**config.mk**
```make
export PLATFORM = sky130hd
export DESIGN_NAME = pipe_ctrl
export DESIGN_NICKNAME = d
export VERILOG_FILES = /design/src/rtl/pipe_pkg.sv /design/src/rtl/pipe_ctrl_hazard_unit.sv /design/src/rtl/pipe_ctrl.sv
export SDC_FILE = /design/constraint.sdc
export NUM_CORES = 1
export LEC_CHECK = 0
export BUFFER_PORTS_ARGS = -buffer_cell sky130_fd_sc_hd__buf_2
export CAP_MARGIN = 40
export CORE_AREA = 4 4 68 70
export DETAILED_ROUTE_END_ITERATION = 12
export DIE_AREA = 0 0 72 74
export GPL_TIMING_DRIVEN = 1
export PLACE_DENSITY = 0.78
export SLEW_MARGIN = 25
export SYNTH_ARGS = -nofsm -noshare
export SYNTH_HDL_FRONTEND = slang
export SYNTH_SLANG_ARGS = --single-unit
```
**constraint.sdc**
```tcl
create_clock -name clk -period 5.2 [get_ports clk]
set_input_delay 0 -clock clk [delete_from_list [all_inputs] [get_ports clk]]
set_output_delay 0 -clock clk [all_outputs]
set_load 0.02 [all_outputs]
```
**src/rtl/pipe_pkg.sv**
```systemverilog
// pipe_pkg: instruction type/opcode codes, control bundle and decoder shared by
// pipe_ctrl, the datapath and the testbench.
package pipe_pkg;
   localparam int OPC_W = 4;

   typedef enum logic [1:0] {T_R, T_I, T_M, T_B} itype_e;

   localparam logic [OPC_W-1:0] OP_ADD = 4'd0, OP_SUB = 4'd1, OP_AND = 4'd2, OP_OR = 4'd3,
                                OP_XOR = 4'd4, OP_SLL = 4'd5, OP_SRL = 4'd6, OP_SLT = 4'd7,
                                OP_MUL = 4'd8;
   localparam logic [OPC_W-1:0] OP_ADDI = 4'd0, OP_ANDI = 4'd2, OP_ORI = 4'd3, OP_XORI = 4'd4,
                                OP_LUI = 4'd9, OP_JMP = 4'd10;
   localparam logic [OPC_W-1:0] OP_LW = 4'd0, OP_STW = 4'd1;
   localparam logic [OPC_W-1:0] OP_BEQ = 4'd0, OP_BNE = 4'd1;

   localparam logic [3:0] ALU_NOP = 4'd0, ALU_ADD = 4'd1, ALU_SUB = 4'd2, ALU_AND = 4'd3,
                          ALU_OR = 4'd4, ALU_XOR = 4'd5, ALU_SLL = 4'd6, ALU_SRL = 4'd7,
                          ALU_SLT = 4'd8, ALU_MUL = 4'd9, ALU_PASSB = 4'd10;

   localparam logic [1:0] IMM_I = 2'd0, IMM_S = 2'd1, IMM_B = 2'd2, IMM_U = 2'd3;

   // mux1: 0 = rs1, 1 = pc; mux2: 0 = rs2, 1 = imm; mux3: 0 = alu, 1 = pc+4 (link)
   typedef struct packed {
      logic       reg_wen;
      logic       mux1;
      logic       mux2;
      logic [3:0] alu_sel;
      logic       mux3;
      logic       dmem_wen;
      logic       wb_sel;
      logic       is_load;
      logic       is_mul;
      logic       is_branch;
      logic       is_jump;
      logic       uses_rs1;
      logic       uses_rs2;
   } ctrl_t;

   function automatic ctrl_t decode(logic [1:0] t, logic [OPC_W-1:0] op);
      ctrl_t c;
      c = '0;
      case (t)
         T_R: if (op <= OP_MUL) begin
            c.reg_wen  = 1'b1;
            c.alu_sel  = op + ALU_ADD;
            c.wb_sel   = 1'b1;
            c.is_mul   = op == OP_MUL;
            c.uses_rs1 = 1'b1;
            c.uses_rs2 = 1'b1;
         end
         T_I: case (op)
            OP_ADDI, OP_ANDI, OP_ORI, OP_XORI: begin
               c.reg_wen  = 1'b1;
               c.mux2     = 1'b1;
               c.alu_sel  = op + ALU_ADD;
               c.wb_sel   = 1'b1;
               c.uses_rs1 = 1'b1;
            end
            OP_LUI: begin
               c.reg_wen = 1'b1;
               c.mux2    = 1'b1;
               c.alu_sel = ALU_PASSB;
               c.wb_sel  = 1'b1;
            end
            OP_JMP: begin
               c.reg_wen = 1'b1;
               c.mux1    = 1'b1;
               c.mux2    = 1'b1;
               c.alu_sel = ALU_ADD;
               c.mux3    = 1'b1;
               c.wb_sel  = 1'b1;
               c.is_jump = 1'b1;
            end
            default: c = '0;
         endcase
         T_M: case (op)
            OP_LW: begin
               c.reg_wen  = 1'b1;
               c.mux2     = 1'b1;
               c.alu_sel  = ALU_ADD;
               c.is_load  = 1'b1;
               c.uses_rs1 = 1'b1;
            end
            OP_STW: begin
               c.mux2     = 1'b1;
               c.alu_sel  = ALU_ADD;
               c.dmem_wen = 1'b1;
               c.uses_rs1 = 1'b1;
               c.uses_rs2 = 1'b1;
            end
            default: c = '0;
         endcase
         default: if (op == OP_BEQ || op == OP_BNE) begin
            c.mux1      = 1'b1;
            c.mux2      = 1'b1;
            c.alu_sel   = ALU_ADD;
            c.is_branch = 1'b1;
            c.uses_rs1  = 1'b1;
            c.uses_rs2  = 1'b1;
         end
      endcase
      return c;
   endfunction

   function automatic logic [1:0] imm_sel(logic [1:0] t, logic [OPC_W-1:0] op);
      return (t == T_I) ? (op == OP_LUI ? IMM_U : op == OP_JMP ? IMM_B : IMM_I) :
             (t == T_M) ? (op == OP_STW ? IMM_S : IMM_I) :
             (t == T_B) ? IMM_B : IMM_I;
   endfunction
endpackage

```
**src/rtl/pipe_ctrl_hazard_unit.sv**
```systemverilog
// hazard_unit: combinational load-use, MUL-busy and redirect detection with
// priority redirect > MUL busy > load-use.
module hazard_unit
   import pipe_pkg::*;
#(
   parameter int RA_W = 4
) (
   input  logic            id_valid,
   input  logic            id_uses_rs1,
   input  logic            id_uses_rs2,
   input  logic [RA_W-1:0] id_rs1,
   input  logic [RA_W-1:0] id_rs2,
   input  logic            ex_valid,
   input  logic            ex_is_load,
   input  logic            ex_is_branch,
   input  logic            ex_is_jump,
   input  logic [RA_W-1:0] ex_rd,
   input  logic            ex_br_cond,
   input  logic            mul_busy,
   output logic            stall,
   output logic            flush,
   output logic            redirect,
   output logic            hold_ex,
   output logic            bubble_ex,
   output logic            bubble_mem
);
   logic load_use;

   assign redirect = ex_valid & (ex_is_jump | (ex_is_branch & ex_br_cond));
   assign load_use = ex_valid & ex_is_load & (ex_rd != '0) & id_valid &
                     ((id_uses_rs1 & (id_rs1 == ex_rd)) | (id_uses_rs2 & (id_rs2 == ex_rd)));

   assign flush      = redirect;
   assign stall      = ~redirect & (mul_busy | load_use);
   assign hold_ex    = ~redirect & mul_busy;
   assign bubble_mem = ~redirect & mul_busy;
   assign bubble_ex  = redirect | (~mul_busy & load_use);
endmodule

```
**src/rtl/pipe_ctrl.sv**
```systemverilog
// pipe_ctrl: decodes at ID and carries the control bundle through ID/EX, EX/MEM
// and MEM/WB, applying load-use, MUL-occupancy and branch/jump redirect control.
module pipe_ctrl
   import pipe_pkg::*;
#(
   parameter int OP_W    = 4,
   parameter int RA_W    = 4,
   parameter int MUL_LAT = 3
) (
   input  logic            clk,
   input  logic            rst,
   input  logic            id_valid,
   input  logic [1:0]      id_type,
   input  logic [OP_W-1:0] id_op,
   input  logic [RA_W-1:0] id_rs1,
   input  logic [RA_W-1:0] id_rs2,
   input  logic [RA_W-1:0] id_rd,
   input  logic            ex_br_cond,
   output logic            stall_out,
   output logic            flush_out,
   output logic            redirect_out,
   output logic [1:0]      id_imm_sel,
   output logic            ex_mux1_sel,
   output logic            ex_mux2_sel,
   output logic            ex_mux3_sel,
   output logic [3:0]      ex_alu_sel,
   output logic            mem_dmem_wen,
   output logic            wb_reg_wen,
   output logic            wb_sel,
   output logic [RA_W-1:0] wb_rd
);
   localparam int CNT_W = $clog2(MUL_LAT + 1);

   typedef struct packed {
      logic            valid;
      ctrl_t           c;
      logic [RA_W-1:0] rd;
   } stage_t;

   stage_t          id_next, id_ex, ex_mem, mem_wb;
   logic [CNT_W-1:0] mul_cnt;
   logic            mul_busy, hold_ex, bubble_ex, bubble_mem;
   logic            unused_bits;

   always_comb begin
      id_next           = '0;
      id_next.valid     = id_valid;
      id_next.c         = decode(id_type, OPC_W'(id_op));
      id_next.c.reg_wen = id_next.c.reg_wen & (id_rd != '0);
      id_next.rd        = id_rd;
   end

   assign mul_busy = mul_cnt != '0;

   hazard_unit #(.RA_W(RA_W)) u_hazard (
      .id_valid    (id_valid),
      .id_uses_rs1 (id_next.c.uses_rs1),
      .id_uses_rs2 (id_next.c.uses_rs2),
      .id_rs1      (id_rs1),
      .id_rs2      (id_rs2),
      .ex_valid    (id_ex.valid),
      .ex_is_load  (id_ex.c.is_load),
      .ex_is_branch(id_ex.c.is_branch),
      .ex_is_jump  (id_ex.c.is_jump),
      .ex_rd       (id_ex.rd),
      .ex_br_cond  (ex_br_cond),
      .mul_busy    (mul_busy),
      .stall       (stall_out),
      .flush       (flush_out),
      .redirect    (redirect_out),
      .hold_ex     (hold_ex),
      .bubble_ex   (bubble_ex),
      .bubble_mem  (bubble_mem)
   );

   always_ff @(posedge clk or posedge rst) begin
      if (rst) begin
         id_ex   <= '0;
         ex_mem  <= '0;
         mem_wb  <= '0;
         mul_cnt <= '0;
      end else begin
         mem_wb <= ex_mem;
         ex_mem <= bubble_mem ? '0 : id_ex;
         if (!hold_ex) id_ex <= bubble_ex ? '0 : id_next;
         // the counter is armed only when a MUL actually lands in ID/EX
         if (mul_busy) mul_cnt <= mul_cnt - 1'b1;
         else if (!bubble_ex && id_next.valid && id_next.c.is_mul) mul_cnt <= CNT_W'(MUL_LAT - 1);
      end
   end

   assign id_imm_sel   = imm_sel(id_type, OPC_W'(id_op));
   assign ex_mux1_sel  = id_ex.valid & id_ex.c.mux1;
   assign ex_mux2_sel  = id_ex.valid & id_ex.c.mux2;
   assign ex_mux3_sel  = id_ex.valid & id_ex.c.mux3;
   assign ex_alu_sel   = id_ex.valid ? id_ex.c.alu_sel : ALU_NOP;
   assign mem_dmem_wen = ex_mem.valid & ex_mem.c.dmem_wen;
   assign wb_reg_wen   = mem_wb.valid & mem_wb.c.reg_wen;
   assign wb_sel       = mem_wb.valid & mem_wb.c.wb_sel;
   assign wb_rd        = mem_wb.valid ? mem_wb.rd : '0;

   assign unused_bits = ^{id_ex, ex_mem, mem_wb};
endmodule

```
Yosys cells after proc, flatten, opt, wreduce, memory -nomap -nowiden:

Cells that the tools add are included.

* add/sub/neg operators: 2
* div/mod/pow operators: 0
* multipliers: 0
* reductions and logical operators: 14
* multiplexer cells: 37
* bitwise operators: 24
* equal/unequal tests: 12
* shift operators: 0
* magnitude comparators: 1

Operator list (count)
* $mux W21: 2
* $and A1 B1 Y1: 18
* $mux W2: 9
* $pmux W5 S3: 1
* $mux W1: 14
* $eq A4 B4 Y1 const B: 3
* $mux W4: 3
* $pmux W2 S3: 2
* $pmux W4 S3: 1
* $eq A4 B2 Y1 const B: 2
* $eq A4 B4 Y1: 2
* $reduce_bool A4 Y1: 2
* $mux W6: 1
* $reduce_or A6 Y1: 1
* $mux W5: 1
* $add A4 B1 Y4 const B: 1
* $eq A2 B2 Y1 const B: 2
* $eq A4 B1 Y1 const B: 1
* $eq A4 B3 Y1 const B: 1
* $le A4 B4 Y1 const B: 1
* $logic_not A4 Y1: 1
* $or A1 B1 Y1: 4
* $pmux W2 S2: 1
* $reduce_bool A2 Y1: 2
* other kinds (12): 14

* memories kept: 0
* word-level logic and storage cells: 115
* latch bits: 0
* bits in registers: 38
* input bits: 22
* RAM bits: 0
* bits in read-only memories: 0

Depth between registers and ports, before layout:

Gate-level depths: netlist (run 1).

* depth in word-level cells: 14
* mapped depth: 9
* gate-level depth less buffers: 8

Cells and area by module:

From an unflattened synthesis (run 1), not the netlist that was laid out.

* cell total of the unflattened synthesis: 188
* area total of the unflattened synthesis: 1870.5 um^2

By module, submodules not included
* pipe_ctrl: instances 1, area an instance 1712.9 um^2, cells an instance 163, seq. area each 875.8 um^2
* hazard_unit: instances 1, area an instance 157.7 um^2, cells an instance 25, seq. area each 0.0 um^2

Worst setup path before layout (run 1):

Ideal clock, no wire load.

* kind: reg2reg
* start: register id_ex[2] (netlist name)
* end: register mul_cnt[0]
* period minus slack after synthesis: 1.914 ns
* setup time: 0.128 ns
* cell stages (with the launch flop): 7
* arrival time: 1.787 ns
* required time: 5.072 ns
* slack: 3.286 ns
* cell sequence: dfrtp_1 -> or4_4 -> nand4_2 -> nor3_2 -> a21oi_4 -> a21boi_1 -> mux2_1

* word-level cells in the longest chain between the ends: 10
* elaborated cells between the ends (all ways): 15

RTL lines
* from (decl): line pipe_ctrl.sv:40 `stage_t id_next, id_ex, ex_mem, mem_wb;`
* from (signal assigned): line pipe_ctrl.sv:85 `if (!hold_ex) id_ex <= bubble_ex ? '0 : id_next;`
* $eq A4 B4 Y1 / $reduce_bool A4 Y1 (equally long branches): line pipe_ctrl_hazard_unit.sv:31, pipe_ctrl_hazard_unit.sv:30
* $and A1 B1 Y1 (on tied branches): line pipe_ctrl_hazard_unit.sv:31, pipe_ctrl_hazard_unit.sv:30
* $or A1 B1 Y1 / $and A1 B1 Y1 (equally long branches): line pipe_ctrl_hazard_unit.sv:31, pipe_ctrl_hazard_unit.sv:30
* $and A1 B1 Y1 (*): line pipe_ctrl_hazard_unit.sv:30 `assign load_use = ex_valid & ex_is_load & (ex_rd != '0) & id_valid &`
* $and A1 B1 Y1 (*): line pipe_ctrl_hazard_unit.sv:37 `assign bubble_ex = redirect | (~mul_busy & load_use);`
* $or A1 B1 Y1 (*): line pipe_ctrl_hazard_unit.sv:37
* $logic_not A1 Y1 (*): line pipe_ctrl.sv:88 `else if (!bubble_ex && id_next.valid && id_next.c.is_mul) mul_cnt <= CNT_W'(MUL_LAT - 1);`
* $logic_and A1 B1 Y1 (*) (2 in a row): line pipe_ctrl.sv:88
* $reduce_bool A2 Y1 (no line) (*)
* to (signal assigned): line pipe_ctrl.sv:87 `if (mul_busy) mul_cnt <= mul_cnt - 1'b1;`
* to (signal assigned): line pipe_ctrl.sv:88
* to (decl): line pipe_ctrl.sv:41 `logic [CNT_W-1:0] mul_cnt;`

Mark *: on every way between the ends. The rest lies on a longest branch, timed or not.
A chain may end at the register's enable or synchronous reset.

Final worst setup path (run 1):

* start: register id_ex[2] (netlist name)
* end: register id_ex[16] (netlist name)

* word-level cells in the longest chain between the ends: 7
* elaborated cells between the ends (all ways): 12

RTL lines (line)
* $eq A4 B4 Y1 / $reduce_bool A4 Y1 (equally long branches): pipe_ctrl_hazard_unit.sv:31, pipe_ctrl_hazard_unit.sv:30
* $and A1 B1 Y1 (on tied branches): pipe_ctrl_hazard_unit.sv:31, pipe_ctrl_hazard_unit.sv:30
* $or A1 B1 Y1 / $and A1 B1 Y1 (equally long branches): pipe_ctrl_hazard_unit.sv:31, pipe_ctrl_hazard_unit.sv:30
* $and A1 B1 Y1 (*): pipe_ctrl_hazard_unit.sv:30
* $and A1 B1 Y1 (*): pipe_ctrl_hazard_unit.sv:37
* $or A1 B1 Y1 (*): pipe_ctrl_hazard_unit.sv:37
* $mux W21 (*): pipe_ctrl.sv:85

Marks and branches as above.

==> results of run 1 <==
[worst paths after layout]
| check | to | slack (ns) | cells after the start | startpoint |
|---|---|---|---|---|
| max | id_ex[16] | 3.04 | 6 | id_ex[2] |
| min | id_ex[15] | 0.15 | 3 | id_op[2] |
| max reg2reg | id_ex[16] | 3.04 | 6 | id_ex[2] |
| min reg2reg | mem_wb[0] | 0.35 | 0 | ex_mem[0] |
| max in group asynchronous | id_ex[18] | 4.54 | 4 | rst |
| min in group asynchronous | id_ex[20] | 0.35 | 4 | rst |
[timing repair]
| item | in CTS | in global routing |
|---|---|---|
| hold buffers | 6 | 0 |
| setup buffers | 0 | 0 |
| endpoints found under the hold margin | 40 | 0 |
[area by class of cell]
cell class,count,area (µm²)
inverter,9,33.78
multi-input combinational,129,948.4
timing repair buffer,48,275.3
clock buffer,5,68.82
sequential,35,875.8
fill,348,1687
tap,50,62.56
clock inverter,3,20.02
[cell usage in the layout (no fill, tap or decap), types with 2 or more instances in the layout]
cell,netlist,routed
dfrtp_1,35,35
nand3_1,4,4
o21ai_0,2,2
a21oi_1,12,12
and2_1,16,16
nor3_1,2,2
inv_1,9,9
a32o_1,3,3
nor2b_1,8,8
and2b_1,2,2
clkinvlp_4,0,2
dlygate4sd3_1,0,6
nor2_1,7,7
nand4_1,6,6
nand2_1,9,9
clkbuf_8,1,5
buf_2,0,40
nand2b_1,7,7
buf_4,2,2
o21ai_1,4,4
xnor2_1,9,9
ha_1,10,10
a22o_1,5,5
[state kept, by name, summed over array words and instances (netlist names)]
signal / flops
id_ex: 18
mem_wb: 7
mul_cnt: 2
ex_mem: 8
[power breakdown]
part | leakage (nW) | total [mW] | internal (mW) | switching [mW]
registers | 0.467 | 0.421 | 0.358 | 0.0630
logic | 0.608 | 0.317 | 0.144 | 0.173
clock network | 0.0402 | 0.193 | 0.0931 | 0.100
total | 1.12 | 0.931 | 0.595 | 0.336
[worst reg2reg max path, delay by kind of cell (launching register included)]
kind | cells | cell delay (ns)
simple gates | 4 | 1.17
compound gates | 2 | 0.47
flops | 1 | 0.46
[metal layers]
layer	share of wire [%]	vias to the layer above
met1	41	694
li1	-	722
met5	0	-
met4	1.9	0
met3	4.9	7
met2	52	44
[cells by family (layout without fill, tap and decap cells)]
logic type               count (synthesis)  count (layout)  share of synthesized area, %
AND/OR/NAND/NOR                         71              71                         22.56
adder cells (fa/ha/maj)                 10              10                         6.502
AO/OA/AOI/OAI                           37              37                         15.02
XOR/XNOR                                 9               9                         4.096
buffers and inverters                   18              65                         5.201
multiplexers                             2               2                         1.105
flip-flops                              35              35                         45.51
[synthesized netlist by cell type (all sizes together)]
cell,count,area share [%]
dfrtp,35,46
and2,16,5.2
a21oi,13,4.0
ha,10,6.5
inv,9,1.8
nand2,9,1.8
nor2b,9,3.1
xnor2,9,4.1
nand2b,7,2.3
nand4,7,2.6
nor2,7,1.4
o21ai,6,1.6
a22o,5,2.3
clkbuf,5,1.5
buf,4,2.0
nand3,4,1.0
a32o,3,1.6
nor3,3,1.0
and2b,2,0.78
a2111oi,1,1.4
a21boi,1,0.39
a311oi,1,0.46
a31oi,1,0.33
and3,1,0.33
and3b,1,0.46
and4bb,1,0.65
mux2,1,0.59
mux2i,1,0.52
nand3b,1,0.59
nor4,1,0.33
o211ai,1,0.39
o21a,1,0.39
o21ba,1,0.52
o31a,1,0.52
o31ai,1,0.39
o41ai,1,0.85
or4,1,0.59
or4b,1,0.52
==> run_results.csv, run 1 <==
group,metric,value,unit
power,p_per_area,407.6,nW/µm²
synth,synth_nets,214,
setup_path,cp_slowest_cell,"or4_4",
cts,ctsResizeCount,0,
synth,ys_seq_elements,35,
synth,syn_area,1924,µm²
setup_path,path_max_fanout,9,
final_layout,fin_area,2285,µm²
placed_design,pre_cts_ws,3.080,ns
die,die_h,74,µm
power,total_power,0.9312,mW
setup_path,crit_family,"simple AND/OR/NAND/NOR gates",
sta,hold_viol,0,
global_route,met2_usage,27.76,%
route,antenna_left,0,
sta,tns,0,ns
final_layout,num_antenna_cells,0,
cts,cts_buffers,5,
die,row_count,23,
final_layout,area_growth,18.73,%
global_route,busiest_layer,"met2",
final_layout,final_cells,279,
global_route,antenna_found_initial,0,
route,drt_iter0_markers,73,
setup_path,crit_required,5.42,ns
setup_path,critPathArrivalTime,2.38,ns
placed_design,placed_area,2136,µm²
route,route.detailed.drc,0,
cts,clkTransAtPathRegs,0.08,ns
sta,worst_slack,3.037,ns
global_route,grt_pass1_vias,1414,
cts,cts_tree,"done",
synth,synth.avg_cell_area,10.57,µm²
cts,clk_latency,0.29,ns
final_layout,nets,260,
setup_path,crit_chain,"or4_4 > nand4_2 > nor3_2 > a21oi_4 > and3b_1 > a32o_1",
synth,yosysUniqueCellTypes,45,
setup_path,crit_type,"flip-flop to flip-flop",
sta,timing.final.crit_period,2.163,ns
setup_path,worstSetupStartpointType,"flip-flop",
setup_path,critPathMaxStageDelay,0.56,ns
global_route,overflow,0,
route,avgRoutedWirePerCell,14.42,µm
setup_path,cp-end-kind,"flip-flop",
cts,cts_max_level,2,
setup_path,critical_path_buf_inv_count,0,
final_layout,final_layout_size_suffix_gt1_share,25.76,%
die,initial_core_util,48.46,%
sta,finClkSkew,0.009451,ns
sta,relSlewSlack,66.99,%
route,via_per_inst,5.258,
cts,cts_max_path_buffers,2,
synth,yosys_warnings,0,
sta,slew_viol_final,0,
cts,cts.sinks,35,
sta,tightest_slew,0.4933,ns
outcome,status,"finished clean",
sta,rsz0062_at_grt,"false",
route,drt-pass1-iter-count,4,
die,core_area,3971,µm²
placed_design,gp_congestion,1.009,
global_route,track_usage,16.22,%
placed_design,portBuffers,40,
cts,clock-root-buffer,"clkbuf_8",
power,p_leak,1.115,nW
placed_design,dpl.cell_count,265,
run,cap_violations,0,
power,ir_drop,0.1880,mV
global_route,grt_pass1_wl,6637,µm
sta,hold_slack,0.1480,ns
final_layout,fin_util,57.53,%
die,die_x,72,µm
die,pin_count,41,
global_route,grt_use_met1,19.90,%
die,dieArea,5328,µm²
global_route,use_met3,2.703,%
route,routed_wirelength,4023,µm
placed_design,dp_hpwl,3036,µm
synth,syn_inst,182,
worst_hold_path,hold_class,"input port to flip-flop",
global_route,grt_max_degree,36,
sta,setup_viol,0,
sta,max_freq,0.4623,GHz
route,num_vias,1467,
synth,synth_seq_area_share,45.51,%
sta,fin_crit_sh,41.59,%
No activity file was read; power rests on OpenSTA's default activity.
==> run 2, diff against run 1 <==
- clock period: 5.2 -> 2 ns (I/O delays scaled with it)
==> run 2 against run 1 <==
  * The flow now finishes with violations (setup timing)
  * Hold slack improved by 0.0029 ns
  * Cell count increased by 6.5%
  * Global-route usage up 0.35 points
  * First-iteration DRC count fell by 33%
  * Cell area is 10% higher
  * Critical path depth grew 1
  * Count of clock-buffer cells in the layout is the same
  * Total power grew to 3.0 times the previous value
  * Via count is 7.0% higher
  * Critical endpoint is now mul_cnt[0]
  * Largest cell class unchanged
==> run_results.csv, run 2 (same netlist as run 1, synthesis figures left out) <==
group,metric,value,unit
setup_path,path_max_fanout,5,
final_layout,top_regs,"id_ex (18), ex_mem (8), mem_wb (7)",
setup_path,cp-end-kind,"flip-flop",
power,p_per_area,1121,nW/µm²
final_layout,nets,278,
worst_hold_path,hold_depth,3,
die,die_x,72,µm
cts,cts.sinks,35,
final_layout,fillers,330,
die,die_h,74,µm
die,pin_count,41,
setup_path,rr_startpoint,"id_ex[2]",
power,p_leak,1.242,nW
sta,setup_viol,2,
sta,hold_viol,0,
cts,cts_tree,"done",
route,routed_wirelength,4358,µm
global_route,track_usage,16.58,%
placed_design,portBuffers,40,
sta,hold_slack,0.1509,ns
setup_path,worstSetupStartpointType,"flip-flop",
sta,max_freq,0.4946,GHz
placed_design,placed_area,2233,µm²
sta,slew_viol_final,0,
outcome,violations,"setup timing",
final_layout,largest_reg_flops,18,
final_layout,fin_area,2519,µm²
global_route,antenna_found_initial,0,
final_layout,final_layout_size_suffix_gt1_share,34.01,%
global_route,grt_pass1_wl,6831,µm
setup_path,worst-r2r-cell-count,7,
global_route,grt_max_degree,36,
global_route,grt_pass1_vias,1491,
final_layout,layout_commonest_cell,"buf_2",
cts,clkTransAtPathRegs,0.08,ns
sta,tightest_slew,0.4552,ns
setup_path,rr_endpoint,"mul_cnt[0]",
final_layout,seqCellArea,877.1,µm²
worst_hold_path,hold_class,"input port to flip-flop",
route,avgRoutedWirePerCell,14.67,µm
sta,timing.final.crit_period,2.022,ns
worst_hold_path,holdCritStartpoint,"id_op[2]",
cts,cts_max_path_buffers,2,
final_layout,final_cell_mix,"39 x buf_2, 34 x dfrtp_1, 17 x buf_4",
sta,worst_slack,-0.02197,ns
placed_design,gp_congestion,0.8733,
placed_design,pre_cts_ws,-0.002750,ns
cts,clk_latency,0.29,ns
cts,cts_buffers,5,
sta,relSlewSlack,69.65,%
setup_path,rrSetupSlack,-0.02,ns
cts,clock-root-buffer,"clkbuf_8",
power,ir_drop,0.5014,mV
route,antenna_left,0,
cts,cts_max_level,2,
worst_hold_path,holdPathEnd,"id_ex[15]",
die,dieArea,5328,µm²
global_route,overflow,0,
route,route.detailed.drc,0,
sta,tns,-0.02662,ns
setup_path,crit_type,"flip-flop to flip-flop",
route,via_per_inst,5.286,
route,drt-pass1-iter-count,4,
setup_path,critPathArrivalTime,2.20,ns
die,initial_core_util,48.46,%
final_layout,top_register,"id_ex",
sta,fin_crit_sh,101.1,%
route,drt_iter0_markers,49,
die,row_count,23,
die,core_area,3971,µm²
final_layout,multi_input_area,1005,µm²
setup_path,crit_required,2.18,ns
sta,rsz0062_at_grt,"true",
route,num_vias,1570,
run,cap_violations,0,
sta,finClkSkew,0.01424,ns
final_layout,area_growth,30.88,%
placed_design,dp_hpwl,3120,µm
outcome,status,"finished, violations left",
final_layout,num_antenna_cells,0,
[run 2: cell count changes in the layout (fill, tap and decap cells not counted), sizes merged]
cell      change
clkinv        +1
buf          +18
clkinvlp      -2
bufinv        +1
[run 2: repair_timing]
action / 4_1_cts / 5_1_grt
gates resized for setup: 2 / 13
setup buffers: 5 / 0
hold buffers: 6 / 0
setup endpoints to repair: 2 / 17
endpoints found under the hold margin: 40 / 0
pin swaps: 1 / 8
[run 2: critical path: stages, from the launching register on]
cell and delay (ns):
dfrtp_1 0.41, buf_6 0.13, xnor2_2 0.17, nand4_1 0.16, a2111oi_4 0.36, a21oi_4 0.09, a21boi_1 0.25, mux2_1 0.34
[run 2: cell type report]
| cell class | instances | share of cell area, % |
|---|---|---|
| Timing Repair Buffer | 66 | 16.99 |
| Tap cell | 50 | 2.484 |
| Clock inverter | 3 | 1.739 |
| Sequential cell | 35 | 34.82 |
| Inverter | 9 | 1.341 |
| Clock buffer | 5 | 2.732 |
| Multi-Input combinational cell | 129 | 39.89 |
[run 2: per-layer routing]
layer	part of all wire, %	global-route usage [%]	vias to the layer above
met1	42	20.85	754
met2	52	27.96	51
met4	1.7	8.351	0
met3	4.7	2.568	7
li1	-	-	758
met5	0	0	-
[run 2: where the power goes]
part | internal [mW] | total (mW) | switching, mW
clock network | 0.371 | 0.630 | 0.259
registers | 0.933 | 1.09 | 0.157
logic | 0.549 | 1.10 | 0.553
[run 2: how the worst max path moves through the flow]
stage | startpoint | end | slack (ns) | cells after the start
2_1_floorplan | id_ex[2] | mul_cnt[0] | 0.09 | 6
3_3_place_gp | id_op[0] | id_ex[19] | 0.07 | 9
3_5_place_dp | id_op[0] | id_ex[19] | -0.003 | 9
4_1_cts | id_ex[1] | stall_out | 0.008 | 7
5_1_grt | id_ex[3] | mul_cnt[1] | -0.13 | 7
6_report | id_ex[2] | mul_cnt[0] | -0.02 | 7
[run 2: per-stage QoR]
stage               util (%)  total power [mW]  instances
CTS                    61.66             2.701        297
global route           63.42             2.993        297
finish                 63.42             2.823        297
detailed placement     56.24             2.019        278
global placement       56.24             1.982        278
floorplan                  -             1.731        182
==> run 3, diff against run 2 <==
--- a/config.mk
+++ b/config.mk
@@ -14,2 +14,4 @@
 export PLACE_DENSITY = 0.78
+export RECOVER_POWER = 25
+export SKIP_CTS_REPAIR_TIMING = 1
 export SLEW_MARGIN = 25
--- a/constraint.sdc
+++ b/constraint.sdc
@@ -3,2 +3,2 @@
 set_output_delay 0 -clock clk [all_outputs]
-set_load 0.02 [all_outputs]
+set_load 0.005 [all_outputs]
==> run 3 against run 2 <==
  * The flow now finishes without violations
  * Clock skew down 0.0040 ns
  * Critical path depth unchanged
  * Via count down 1.5%
  * Sequential share of layout area rose by 1.5 points
  * Routed wire length shrank 4.6%
  * Count of clock-buffer cells in the layout unchanged
  * Hold slack worse by 0.12 ns
  * Utilization decreased by 2.6 points
  * Cell area down 4.1%
  * Maximum frequency is 1.7% higher
  * Flip-flop and latch count did not move
  * Largest power group is now sequential cells
==> run_results.csv, run 3 (same netlist as run 1, synthesis figures left out) <==
group,metric,value,unit
outcome,status,"finished clean",
cts,cts_max_level,2,
final_layout,top_regs,"id_ex (18), ex_mem (8), mem_wb (7)",
power,power_frac_seq,41.9,%
sta,finClkSkew,0.01019,ns
die,dieArea,5328,µm²
sta,hold_viol,0,
power,ir_drop,0.5231,mV
cts,cts_max_path_buffers,2,
placed_design,pre_cts_ws,-0.002750,ns
power,combPwrFrac,34.4,%
cts,cts_buffers,5,
route,drt_iter0_markers,66,
power,switching_power,0.8566,mW
power,p_leak,1.198,nW
sta,worst_slack,0.01122,ns
final_layout,fin_util,60.81,%
final_layout,final_layout_size_suffix_gt1_share,31.82,%
power,p_per_area,1085,nW/µm²
power,pwr-share-clk,23.8,%
final_layout,largest_reg_flops,18,
setup_path,critPathMaxStageDelay,0.53,ns
route,route.detailed.drc,0,
placed_design,dp_hpwl,3120,µm
route,avgRoutedWirePerCell,14.24,µm
global_route,track_usage,15.94,%
setup_path,crit_required,2.00,ns
sta,setup_viol,0,
sta,tightest_slew,0.8507,ns
placed_design,placed_area,2233,µm²
setup_path,critPathArrivalTime,1.99,ns
setup_path,worstSetupStartpointType,"flip-flop",
final_layout,fin_area,2415,µm²
sta,slew_viol_final,0,
power,intPower,1.764,mW
cts,clkTransAtPathRegs,0.07,ns
setup_path,crit_type,"flip-flop to primary output",
power,switching_share,32.69,%
route,antenna_left,0,
route,via_per_inst,5.295,
setup_path,crit_chain,"or4_4 > nand4_4 > nor3_2 > a21oi_4 > buf_6 > a21oi_1 > buf_2",
setup_path,cp-end-kind,"primary output",
route,num_vias,1546,
placed_design,gp_congestion,0.8733,
global_route,overflow,0,
final_layout,final_cell_mix,"40 x buf_2, 33 x dfrtp_1, 16 x and2_1",
placed_design,dpl.cell_count,278,
die,die_x,72,µm
sta,relSlewSlack,43.29,%
global_route,grt_pass1_wl,6568,µm
die,core_area,3971,µm²
die,row_count,23,
final_layout,num_antenna_cells,0,
sta,timing.final.crit_period,1.989,ns
route,routed_wirelength,4157,µm
run,cap_violations,0,
power,total_power,2.620,mW
sta,hold_slack,0.02781,ns
final_layout,nets,273,
global_route,grt_pass1_vias,1427,
cts,cts.sinks,35,
cts,clock-root-buffer,"clkbuf_8",
placed_design,portBuffers,40,
die,die_h,74,µm
final_layout,area_growth,25.49,%
setup_path,cp_slowest_cell,"or4_4",
global_route,antenna_found_initial,0,
route,drt-pass1-iter-count,4,
die,initial_core_util,48.46,%
sta,max_freq,0.5028,GHz
cts,clk_latency,0.28,ns
final_layout,final_cells,292,
final_layout,layout_commonest_cell,"buf_2",
sta,fin_crit_sh,99.44,%
cts,cts_tree,"done",
setup_path,path_max_fanout,5,
die,pin_count,41,
sta,tns,0,ns
final_layout,fillers,345,
worst_hold_path,hold_class,"input port to flip-flop",
sta,rsz0062_at_grt,"true",
global_route,grt_max_degree,36,
final_layout,top_register,"id_ex",
## run 3: changes by cell type in the layout (fill, tap and decap cells not counted), sizes merged
| cell | previous run | this run |
|---|---|---|
| buf | 60 | 56 |
| clkbuf | 5 | 6 |
| dlygate4sd3 | 6 | 4 |
## run 3: critical path, delay by kind of cell, from the launching register on
family          cells  cell delay [ns]
compound gates      2             0.27
buf+inv             2             0.26
flops               1             0.44
simple gates        3             0.73
## run 3: power groups by stage
stage / Combinational (mW) / Clock (mW) / Sequential, mW
floorplan: 0.636 / 0 / 1.04
finish: 0.900 / 0.623 / 1.10
CTS: 0.866 / 0.640 / 1.09
global placement: 0.841 / 0 / 1.09
detailed placement: 0.863 / 0 / 1.10
global route: 0.997 / 0.667 / 1.13
## run 3: layer usage
metal	GRT usage [%]	routed length, µm
met1	20.33	1736
met3	2.432	210
met5	0	0
met4	7.516	77
met2	26.84	2132
## run 3: area by class of cell
type                            instances  area, µm²  share of cell area [%]
Multi-Input combinational cell        129      958.4                   39.69
Sequential cell                        35      878.3                   36.37
Timing Repair Buffer                   61      369.1                   15.28
Clock buffer                            5      68.82                   2.850
Tap cell                               50      62.56                   2.591
Clock inverter                          3      43.79                   1.813
Inverter                                9      33.78                   1.399
## run 3: path summary, 6_finish.rpt
path / startpoint / end / slack, ns / cells past startpoint
setup / recovery: id_ex[0] / stall_out / 0.01 / 7
hold / removal: id_rd[2] / id_ex[2] / 0.03 / 3
setup reg to reg: id_ex[0] / id_ex[19] / 0.04 / 6
hold reg to reg: ex_mem[10] / mem_wb[10] / 0.35 / 0
max in group asynchronous: rst / id_ex[0] / 0.91 / 4
min in group asynchronous: rst / ex_mem[11] / 0.51 / 4
